### src/rtl/rpn_pkg.sv
// Shared types and default sizing for the RPN operand stack.
package rpn_pkg;

  typedef enum logic [0:0] {
    IDLE = 1'b0,
    REQ  = 1'b1
  } state_t;

  localparam int DEF_WIDTH = 8;
  localparam int DEF_DEPTH = 4;

endpackage

### src/rtl/rpn_operand_stack_if.sv
// Operand-stack bus: user push/operator requests, ALU handshake and status.
interface rpn_operand_stack_if
  import rpn_pkg::*;
#(
  parameter int WIDTH = DEF_WIDTH,
  parameter int DEPTH = DEF_DEPTH
);
  localparam int DW = $clog2(DEPTH + 1);

  logic             clear_i;
  logic             push_i;
  logic [WIDTH-1:0] data_i;
  logic             op_start_i;
  logic [WIDTH-1:0] operand_a_o;
  logic [WIDTH-1:0] operand_b_o;
  logic             op_req_o;
  logic             res_valid_i;
  logic [WIDTH-1:0] res_i;
  logic [WIDTH-1:0] top_o;
  logic [DW-1:0]    depth_o;
  logic             empty_o;
  logic             full_o;
  logic             busy_o;
  logic             err_o;

  modport master (
    output clear_i, push_i, data_i, op_start_i, res_valid_i, res_i,
    input  operand_a_o, operand_b_o, op_req_o, top_o, depth_o,
           empty_o, full_o, busy_o, err_o
  );

  modport slave (
    input  clear_i, push_i, data_i, op_start_i, res_valid_i, res_i,
    output operand_a_o, operand_b_o, op_req_o, top_o, depth_o,
           empty_o, full_o, busy_o, err_o
  );

endinterface

### src/rtl/rpn_stack_regfile.sv
// DEPTH x WIDTH stack storage: one write port, reads of top and top-1 selected by depth.
module rpn_stack_regfile
  import rpn_pkg::*;
#(
  parameter int WIDTH = DEF_WIDTH,
  parameter int DEPTH = DEF_DEPTH
) (
  input  logic                           clk,
  input  logic                           rst_n,
  input  logic                           wr_en,
  input  logic [$clog2(DEPTH+1)-1:0]     wr_idx,
  input  logic [WIDTH-1:0]               wr_data,
  input  logic [$clog2(DEPTH+1)-1:0]     depth,
  output logic [WIDTH-1:0]               top_data,
  output logic [WIDTH-1:0]               next_data
);

  logic [WIDTH-1:0] mem_r [DEPTH];

  // Storage entries, zeroed on reset, written through the single port
  always_ff @(posedge clk) begin
    if (!rst_n) begin
      for (int i = 0; i < DEPTH; i++) mem_r[i] <= '0;
    end else begin
      for (int i = 0; i < DEPTH; i++) begin
        if (wr_en && (int'(wr_idx) == i)) mem_r[i] <= wr_data;
      end
    end
  end

  // Read ports; integer compares keep the selects safe for any DEPTH
  always_comb begin
    top_data  = '0;
    next_data = '0;
    for (int i = 0; i < DEPTH; i++) begin
      if (int'(depth) == i + 1) top_data = mem_r[i];
      if (int'(depth) == i + 2) next_data = mem_r[i];
    end
  end

endmodule

### src/rtl/rpn_operand_stack.sv
// RPN operand stack: LIFO of operands, pops two for the ALU and pushes its result back.
module rpn_operand_stack
  import rpn_pkg::*;
#(
  parameter int WIDTH = DEF_WIDTH,
  parameter int DEPTH = DEF_DEPTH
) (
  input  logic                clk,
  input  logic                rst_n,
  rpn_operand_stack_if.slave  bus
);

  localparam int DW = $clog2(DEPTH + 1);

  state_t           state_r, state_s;
  logic [DW-1:0]    depth_r, depth_s;
  logic [WIDTH-1:0] op_a_r, op_b_r;
  logic             op_req_r;
  logic             err_r, err_s;
  logic             load_ops_s;
  logic             wr_en_s;
  logic [DW-1:0]    wr_idx_s;
  logic [WIDTH-1:0] wr_data_s;
  logic [WIDTH-1:0] top_data_s, next_data_s;
  logic             full_s;

  assign full_s = (depth_r == DW'(DEPTH));

  rpn_stack_regfile #(.WIDTH(WIDTH), .DEPTH(DEPTH)) u_regfile (
    .clk       (clk),
    .rst_n     (rst_n),
    .wr_en     (wr_en_s),
    .wr_idx    (wr_idx_s),
    .wr_data   (wr_data_s),
    .depth     (depth_r),
    .top_data  (top_data_s),
    .next_data (next_data_s)
  );

  // Next-state, depth, error and write-port decode
  always_comb begin
    state_s    = state_r;
    depth_s    = depth_r;
    err_s      = err_r;
    load_ops_s = 1'b0;
    wr_en_s    = 1'b0;
    wr_idx_s   = depth_r;
    wr_data_s  = bus.data_i;
    case (state_r)
      IDLE: begin
        if (bus.op_start_i) begin
          // Operator wins over a simultaneous push, which is flagged
          if (depth_r >= DW'(2)) begin
            depth_s    = depth_r - DW'(2);
            state_s    = REQ;
            load_ops_s = 1'b1;
            err_s      = err_r | bus.push_i;
          end else begin
            err_s = 1'b1;
          end
        end else if (bus.push_i) begin
          if (full_s) begin
            err_s = 1'b1;
          end else begin
            wr_en_s = 1'b1;
            depth_s = depth_r + DW'(1);
          end
        end else begin
          state_s = IDLE;
        end
      end
      REQ: begin
        if (bus.push_i || bus.op_start_i) begin
          err_s = 1'b1;
        end else begin
          err_s = err_r;
        end
        // Result reuses a slot freed by the pop, so it can never overflow
        if (bus.res_valid_i) begin
          wr_en_s   = 1'b1;
          wr_data_s = bus.res_i;
          depth_s   = depth_r + DW'(1);
          state_s   = IDLE;
        end else begin
          state_s = REQ;
        end
      end
      default: begin
        state_s = IDLE;
      end
    endcase
    if (bus.clear_i) begin
      wr_en_s = 1'b0;
    end else begin
      wr_en_s = wr_en_s;
    end
  end

  // Control state, depth, operand and flag registers
  always_ff @(posedge clk) begin
    if (!rst_n) begin
      state_r  <= IDLE;
      depth_r  <= '0;
      op_a_r   <= '0;
      op_b_r   <= '0;
      op_req_r <= 1'b0;
      err_r    <= 1'b0;
    end else if (bus.clear_i) begin
      state_r  <= IDLE;
      depth_r  <= '0;
      op_req_r <= 1'b0;
      err_r    <= 1'b0;
    end else begin
      state_r  <= state_s;
      depth_r  <= depth_s;
      op_req_r <= (state_s == REQ);
      err_r    <= err_s;
      if (load_ops_s) begin
        op_a_r <= next_data_s;
        op_b_r <= top_data_s;
      end
    end
  end

  assign bus.operand_a_o = op_a_r;
  assign bus.operand_b_o = op_b_r;
  assign bus.op_req_o    = op_req_r;
  assign bus.top_o       = top_data_s;
  assign bus.depth_o     = depth_r;
  assign bus.empty_o     = (depth_r == DW'(0));
  assign bus.full_o      = full_s;
  assign bus.busy_o      = (state_r != IDLE);
  assign bus.err_o       = err_r;

endmodule
### src/flat_wrapper.sv
// flat-port wrapper written by rule: the top's interface ports become plain ports
module rpn_operand_stack_flat import rpn_pkg::*;
#(
  parameter int WIDTH = DEF_WIDTH,
  parameter int DEPTH = DEF_DEPTH
)
  (clk, rst_n, bus_clear_i, bus_push_i, bus_data_i, bus_op_start_i, bus_res_valid_i, bus_res_i, bus_operand_a_o, bus_operand_b_o, bus_op_req_o, bus_top_o, bus_depth_o, bus_empty_o, bus_full_o, bus_busy_o, bus_err_o);
  rpn_operand_stack_if #(.WIDTH(WIDTH), .DEPTH(DEPTH)) bus_i ();
  input  logic clk;
  input  logic rst_n;
  input wire logic [$bits(bus_i.clear_i)-1:0] bus_clear_i;
  input wire logic [$bits(bus_i.push_i)-1:0] bus_push_i;
  input wire logic [$bits(bus_i.data_i)-1:0] bus_data_i;
  input wire logic [$bits(bus_i.op_start_i)-1:0] bus_op_start_i;
  input wire logic [$bits(bus_i.res_valid_i)-1:0] bus_res_valid_i;
  input wire logic [$bits(bus_i.res_i)-1:0] bus_res_i;
  output wire logic [$bits(bus_i.operand_a_o)-1:0] bus_operand_a_o;
  output wire logic [$bits(bus_i.operand_b_o)-1:0] bus_operand_b_o;
  output wire logic [$bits(bus_i.op_req_o)-1:0] bus_op_req_o;
  output wire logic [$bits(bus_i.top_o)-1:0] bus_top_o;
  output wire logic [$bits(bus_i.depth_o)-1:0] bus_depth_o;
  output wire logic [$bits(bus_i.empty_o)-1:0] bus_empty_o;
  output wire logic [$bits(bus_i.full_o)-1:0] bus_full_o;
  output wire logic [$bits(bus_i.busy_o)-1:0] bus_busy_o;
  output wire logic [$bits(bus_i.err_o)-1:0] bus_err_o;
  assign bus_i.clear_i = bus_clear_i;
  assign bus_i.push_i = bus_push_i;
  assign bus_i.data_i = bus_data_i;
  assign bus_i.op_start_i = bus_op_start_i;
  assign bus_i.res_valid_i = bus_res_valid_i;
  assign bus_i.res_i = bus_res_i;
  assign bus_operand_a_o = bus_i.operand_a_o;
  assign bus_operand_b_o = bus_i.operand_b_o;
  assign bus_op_req_o = bus_i.op_req_o;
  assign bus_top_o = bus_i.top_o;
  assign bus_depth_o = bus_i.depth_o;
  assign bus_empty_o = bus_i.empty_o;
  assign bus_full_o = bus_i.full_o;
  assign bus_busy_o = bus_i.busy_o;
  assign bus_err_o = bus_i.err_o;
  rpn_operand_stack #(.WIDTH(WIDTH), .DEPTH(DEPTH)) u_core (.clk(clk), .rst_n(rst_n), .bus(bus_i));
endmodule
### config.mk
export PLATFORM = sky130hd
export DESIGN_NAME = rpn_operand_stack_flat
export DESIGN_NICKNAME = d
export VERILOG_FILES = /design/src/rtl/rpn_pkg.sv /design/src/rtl/rpn_operand_stack_if.sv /design/src/rtl/rpn_stack_regfile.sv /design/src/rtl/rpn_operand_stack.sv /design/src/flat_wrapper.sv
export SDC_FILE = /design/constraint.sdc
export NUM_CORES = 1
export LEC_CHECK = 0
export ABC_AREA = 1
export BUFFER_PORTS_ARGS = -buffer_cell sky130_fd_sc_hd__buf_2
export CAP_MARGIN = 20
export CORE_UTILIZATION = 40
export DETAILED_ROUTE_END_ITERATION = 7
export GPL_ROUTABILITY_DRIVEN = 1
export HOLD_SLACK_MARGIN = 0.08
export PLACE_DENSITY = 0.58
export SYNTH_ARGS = -nofsm -noshare
export SYNTH_HDL_FRONTEND = slang
export SYNTH_SLANG_ARGS = --single-unit
### constraint.sdc
create_clock -name clk -period 4.61 [get_ports clk]
set_clock_uncertainty 0.05 [all_clocks]
set_input_delay 0.2305 -clock clk [delete_from_list [all_inputs] [get_ports clk]]
set_output_delay 0.2305 -clock clk [all_outputs]
set_load 0.1 [all_outputs]
==> impl_results.md, run 1 <==
* Register-to-register path setup slack at between 1000 and 1500 ps
* Via count normalized by instance count at between 4 and 5
* Ys async rst share at 0
* Routed wire length per instance at 14.0 um
* Number of placement rows at 31
* Longest Clk Path Bufs at 2
* R2R Path End: u_core.u_regfile.mem_r[3][1]$_SDFFCE_PN0P_
* Proportion of layout cells with a drive suffix above 1 at 0.187
* Yosys warning total at 0
* First-pass detailed-route iteration total at 4
* Worst setup path class: flip-flop to primary output
* Fillers at 780
* Hold Fails Final Rpt at 0
* CORE AREA at 0.00737 sq mm
* Status: finished clean
* Cells along the critical path: ha_1 > ha_1 > clkinv_1 > nand3_1 > nand2_1 > nand2_1 > buf_2
* Worst reg2reg path depth at 4
* Synthesized flop and latch total at 53
* Post-cts repair resize count at 0
* Largest stage delay on the critical path at 820 ps
* Clock tree from TritonCTS: done
* Share of synthesized area occupied by flip-flops and latches at 0.445
* Top flip-flop cell by instance count after synthesis: sky130_fd_sc_hd__edfxtp_1
* Routed WL at 7.68 mm
* Post-Layout Cell Count at ~550
* Kind of end point of the critical path: primary output
* Maximum fanout count along the critical path at 26
* Cell type contributing the most total cell area after synthesis: sky130_fd_sc_hd__edfxtp_1
* Max frequency at 297 MHz
* Unrepaired setup endpoints after global routing: false
* H-Tree Level Count at 2
* Layout-stage area growth over the synthesis result at 11.5%
* Required time worst endpoint at 4330 ps
* Setup violation total in the final timing report at 0
* Ant diodes at 0
* Transition time at the pin with the least slew margin at 1000 ps
* Final min period at 3370 ps
* Buffer type at the clock tree root: sky130_fd_sc_hd__clkbuf_8
* Number of cells produced by synthesis at 404
* GPL Wtd Cong at between 0.8 and 0.9
* Number of synthesized flops with an enable pin at 32
* Wire length of the first global-routing pass at 12.9 mm
* Number of placed instances, taps included at 541
* Net total in the final layout at 477
* Static power due to leakage at 1.74 nW
* Initial DRC Count at 150
* Cell count of the worst hold path at 4
* Worst min-delay path category: primary input to flip-flop
* Worst Setup Start Kind: flip-flop
* Number of max-capacitance violations reported at 0
* Starting utilization of the core area at 0.421
* Count of cell types in the netlist at 28
* Cell Area, Synth at 0.00310 sq mm
* Post-route total power at ~0.0011 W
* Count of hold-fix buffers inserted at cts at 0
* Cell types with the largest area share after synthesis: sky130_fd_sc_hd__edfxtp_1 (31%), sky130_fd_sc_hd__nand2_1 (14%), sky130_fd_sc_hd__dfxtp_1 (14%)
* Antenna violations before repair at 0
* Power density of the placed cells at 308 mW/mm^2
* TritonCTS Sinks at 53
* Overflow after GRT at 0
* Via count of the first global-routing pass at around 2700
* Number of nets produced by synthesis at 432
* Critical path endpoint: bus_top_o[5]
* Post-DRT Antenna Nets at 0
* Min Hold Slack at between 150 and 200 ps
* Mean Syn Cell Area at 7.68 sq um
* Remaining design rule violation count at 0
* IO Count at 54
* Port-buffer cells at 53
* Final worst path period share at 0.730
* Pre-CTS setup slack at 1550 ps
* Pin count of the biggest net entering global routing at 27
* Die Width at 90.1 um
* Clock slew seen by the registers of the worst setup and hold paths at 100 ps
* Max-slew headroom at the worst pin at 0.331
* Area of combinational cells with multiple inputs at ~0.0014 sq mm
* Final number of max-transition violations at 0
* Buffers inserted during post-CTS setup optimization at 0
* Area share of the largest cell type after synthesis at 0.310
* Launch point of the critical path: u_core.bus.depth_o[0]$_SDFFE_PP0P_
* Die area at between 0.008 and 0.009 sq mm
* Final Worst Setup Slack at 1240 ps
* Die Height at 90.1 um
* Most common cell after layout, fill and taps aside: sky130_fd_sc_hd__nand2_1
* Critical register-to-register path startpoint: u_core.bus.depth_o[0]$_SDFFE_PP0P_
* Arrival time at the worst endpoint at between 3000 and 4000 ps
* Register area at 0.00138 sq mm
* Worst vdd ir at around 0.00013 V
* Inserted Clock Buffers at 5
* Total negative slack for setup checks at 0 ps
* Most frequent cells in the layout: sky130_fd_sc_hd__nand2_1 (115), sky130_fd_sc_hd__nor2_1 (68), sky130_fd_sc_hd__buf_2 (53), sky130_fd_sc_hd__inv_1 (51), sky130_fd_sc_hd__edfxtp_1 (32)
* DR vias at roughly 2700
* GRT Total Usage at 0.202
* Crit-path slowest cell: sky130_fd_sc_hd__ha_1
* DP Wirelength at 5.76 mm
* Clock latency on the worst-skew pair at 310 ps
sequential cells by signal, summed over array words and instances (netlist names):
signal,cells
u_core.bus.err_o,1
u_core.bus.operand_b_o,8
u_core.bus.depth_o,3
u_core.u_regfile.mem_r,32
u_core.bus.busy_o,1
u_core.bus.operand_a_o,8
kinds of logic after synthesis:
logic type	synth area share
compound gates	0.0734
simple gates	0.322
buf+inv	0.110
flops	0.445
fa+ha+maj	0.0242
mux	0.0258
power by group:
group	internal, W	leakage (nW)	switching (W)
sequential	0.000522	0.500	0.0000118
combinational	0.0000504	1.19	0.000213
clock	0.000109	0.0456	0.000159
total	0.000681	1.74	0.000384
critical path: cells and delay by family (launching register included):
| kind | cells | cell delay (ps) |
|---|---|---|
| buffers and inverters | 2 | 970 |
| adders and majority gates | 2 | 1020 |
| and+or+nand+nor | 3 | 360 |
| DFF | 1 | 430 |
metrics by stage:
stage	area (sq um)	util
finish	3460	0.470
global route	3460	0.470
CTS	3460	0.470
detailed placement	3370	0.458
global placement	3370	0.458
floorplan	3100	-
per-layer routing:
| layer | track usage | vias up | routed length [um] |
|---|---|---|---|
| met1 | 0.251 | 1253 | 3330 |
| met2 | 0.356 | 94 | 3730 |
| met3 | 0.0321 | 19 | 436 |
| met4 | 0.0685 | 0 | 181 |
| met5 | 0 | - | 0 |
| li1 | - | 1359 | - |
synth_stat cells (6+ instances only):
cell,n
sky130_fd_sc_hd__edfxtp_1,32
sky130_fd_sc_hd__nand2_1,115
sky130_fd_sc_hd__mux2i_1,8
sky130_fd_sc_hd__a21oi_1,27
sky130_fd_sc_hd__inv_1,51
sky130_fd_sc_hd__nand3_1,19
sky130_fd_sc_hd__o21ai_0,10
sky130_fd_sc_hd__dfxtp_1,21
sky130_fd_sc_hd__nor2_1,68
sky130_fd_sc_hd__ha_1,6
area by class of cell:
cell class | instances | share of cell area
clock inverters | 2 | 0.00398
repair buffers | 53 | 0.0766
inverters | 58 | 0.0644
clock buffers | 6 | 0.0210
well taps | 99 | 0.0358
flip-flops and latches | 53 | 0.399
multi-input cells | 278 | 0.399
worst min path at each step:
stage	endpoint	slack (ps)	start
after detailed placement	u_core.bus.err_o$_SDFFE_PP0P_	390	u_core.bus.err_o$_SDFFE_PP0P_
after CTS	u_core.bus.busy_o$_SDFF_PP0_	180	bus_res_valid_i
final	u_core.bus.busy_o$_SDFF_PP0_	190	bus_res_valid_i
after global routing	u_core.bus.busy_o$_SDFF_PP0_	200	bus_res_valid_i
after global placement	u_core.bus.err_o$_SDFFE_PP0P_	390	u_core.bus.err_o$_SDFFE_PP0P_
after floorplan	u_core.bus.busy_o$_SDFF_PP0_	360	bus_res_valid_i
(Power assumes the default switching activity.)
==> inputs of run 2 (changes only) <==
clock period = 3.5 ns   (was 4.61 ns; I/O delays follow)
==> run 2 against run 1 <==
  * Critical path type unchanged
  * Power is 32% higher
  * Utilization is 0.14 points higher
  * Wire length is 1.7% lower
  * Count of clock-buffer cells in the layout is 1 lower
  * Setup slack worse by 410 ps
  * Non-clock buffer count is 1 higher
  * Global-route usage is 0.39 points lower
  * Die area stayed put
  * First-iteration DRC count is 2.7% higher
  * Via count is 1.9% lower
  * Final area is 0.29% higher
  * Sequential power is 32% higher
  * Largest power group unchanged
==> impl_results.md, run 2 (synthesis results as in run 1) <==
* Total negative slack for setup checks at 0 ps
* Wire length of the first global-routing pass at between 10 and 15 mm
* Sequential fraction of design power at 0.498
* H-Tree Level Count at 2
* Inserted Clock Buffers at 5
* Static power due to leakage at 1.75 nW
* Largest Register: u_core.u_regfile.mem_r
* Largest register FFs at 32
* Buffer type at the clock tree root: sky130_fd_sc_hd__clkbuf_8
* Ant diodes at 0
* Via count normalized by instance count at 4.86
* Most common cell after layout, fill and taps aside: sky130_fd_sc_hd__nand2_1
* Post-route core utilization at 0.471
* Die Height at about 90 um
* Status: finished clean
* Die Width at around 90 um
* Port-buffer cells at 53
* First-pass detailed-route iteration total at 5
* Arrival time at the worst endpoint at 2440 ps
* Final number of max-transition violations at 0
* Max frequency at ~370 MHz
* DP Wirelength at just under 6 mm
* Fraction of power consumed by the clock network at 0.256
* Fraction of power spent switching nets at 0.364
* TritonCTS Sinks at 53
* Unrepaired setup endpoints after global routing: false
* Proportion of power drawn by combinational gates at 0.245
* IO Count at 54
* Die area at 0.00812 sq mm
* CORE AREA at about 0.0074 sq mm
* Worst setup path class: flip-flop to primary output
* Number of max-capacitance violations reported at 0
* Setup violation total in the final timing report at 0
* Routed WL at 7.55 mm
* Initial DRC Count at 154
* Transition time at the pin with the least slew margin at 834 ps
* Maximum fanout count along the critical path at 26
* Starting utilization of the core area at 0.421
* Max-slew headroom at the worst pin at 0.440
* GPL Wtd Cong at between 0.8 and 0.9
* Worst vdd ir at around 0.00022 V
* Final min period at roughly 2700 ps
* Final worst path period share at 0.762
* Proportion of layout cells with a drive suffix above 1 at 0.191
* Antenna violations before repair at 0
* Clock tree from TritonCTS: done
* Overflow after GRT at 0
* Post-DRT Antenna Nets at 0
* Psw at between 0.0005 and 0.0006 W
* Count of hold-fix buffers inserted at cts at 0
* Pin count of the biggest net entering global routing at 27
* Remaining design rule violation count at 0
* Buffers inserted during post-CTS setup optimization at 0
* Most frequent cells in the layout: sky130_fd_sc_hd__nand2_1 (115), sky130_fd_sc_hd__nor2_1 (68), sky130_fd_sc_hd__buf_2 (53), sky130_fd_sc_hd__inv_1 (51), sky130_fd_sc_hd__edfxtp_1 (32)
* Required time worst endpoint at 3270 ps
* Hold Fails Final Rpt at 0
* Clock latency on the worst-skew pair at about 310 ps
* Via count of the first global-routing pass at 2659
* Total internal power at 0.000897 W
* Kind of end point of the critical path: primary output
* Power density of the placed cells at about 410 mW/mm^2
* Routed wire length per instance at 13.7 um
* Longest Clk Path Bufs at 2
* DR vias at roughly 2700
* GRT Total Usage at 0.199
* Worst min-delay path category: primary input to flip-flop
* Clock slew seen by the registers of the worst setup and hold paths at 100 ps
* Net total in the final layout at 478
* Post-cts repair resize count at 0
* Layout-stage area growth over the synthesis result at 11.8%
* Number of placement rows at 31
* Worst Setup Start Kind: flip-flop
-- run 2: cell count changes in the layout (fill, tap and decap cells not counted) --
| cell | change |
|---|---|
| sky130_fd_sc_hd__clkbuf_1 | -1 |
| sky130_fd_sc_hd__inv_4 | +1 |
| sky130_fd_sc_hd__buf_4 | +1 |
-- run 2: power by group through the flow --
stage | combinational, W | clock [W] | sequential (W)
after floorplan | 0.000221 | 0 | 0.000783
after global placement | 0.000347 | 0 | 0.000716
after detailed placement | 0.000348 | 0 | 0.000718
after CTS | 0.000349 | 0.000370 | 0.000703
after global routing | 0.000374 | 0.000390 | 0.000707
final | 0.000345 | 0.000362 | 0.000703
-- run 2: worst paths after layout --
| path | start | end | slack, ps | cells past startpoint |
|---|---|---|---|---|
| min | bus_res_valid_i | u_core.bus.busy_o$_SDFF_PP0_ | 120 | 4 |
| max | u_core.bus.depth_o[0]$_SDFFE_PP0P_ | bus_top_o[0] | 830 | 8 |
| min reg2reg | u_core.bus.err_o$_SDFFE_PP0P_ | u_core.bus.err_o$_SDFFE_PP0P_ | 400 | 2 |
| max reg2reg | u_core.bus.depth_o[0]$_SDFFE_PP0P_ | u_core.u_regfile.mem_r[1][3]$_SDFFCE_PN0P_ | 990 | 7 |
-- run 2: through the flow --
stage	std cells	worst slack, ps	power, W	area, sq um	hold WS [ps]
6_report	550	832	0.00141	3470	124
4_1_cts	550	845	0.00142	3470	116
5_1_grt	550	634	0.00147	3470	138
2_1_floorplan	404	91.2	0.00100	3100	307
3_5_place_dp	542	913	0.00107	3380	391
3_3_place_gp	542	1000	0.00106	3380	387
-- run 2: worst max-delay path: stages, from the launching register on --
cell and delay [ps]:
sky130_fd_sc_hd__dfxtp_1 440, sky130_fd_sc_hd__ha_1 200, sky130_fd_sc_hd__ha_1 150, sky130_fd_sc_hd__buf_4 290
sky130_fd_sc_hd__clkinv_1 310, sky130_fd_sc_hd__nand3_1 170, sky130_fd_sc_hd__nand2_1 80, sky130_fd_sc_hd__nand2_1 70
sky130_fd_sc_hd__buf_2 420
-- run 2: routing by layer --
layer | routed length, um | vias to the layer above | part of all wire | global-route usage
met4 | 184 | 0 | 0.024 | 0.0685
met2 | 3810 | 66 | 0.50 | 0.355
met5 | 0 | - | 0 | 0
met1 | 3290 | 1233 | 0.43 | 0.243
li1 | - | 1359 | - | -
met3 | 275 | 15 | 0.036 | 0.0288
-- run 2: area by class of cell --
class / instances / area (sq um)
clock buffer: 5 / 68.8
clock inverter: 3 / 20.0
timing repair buffer: 54 / 273
fill: 770 / 3900
tap: 99 / 124
sequential: 53 / 1380
multi-input combinational: 278 / 1380
inverter: 58 / 223
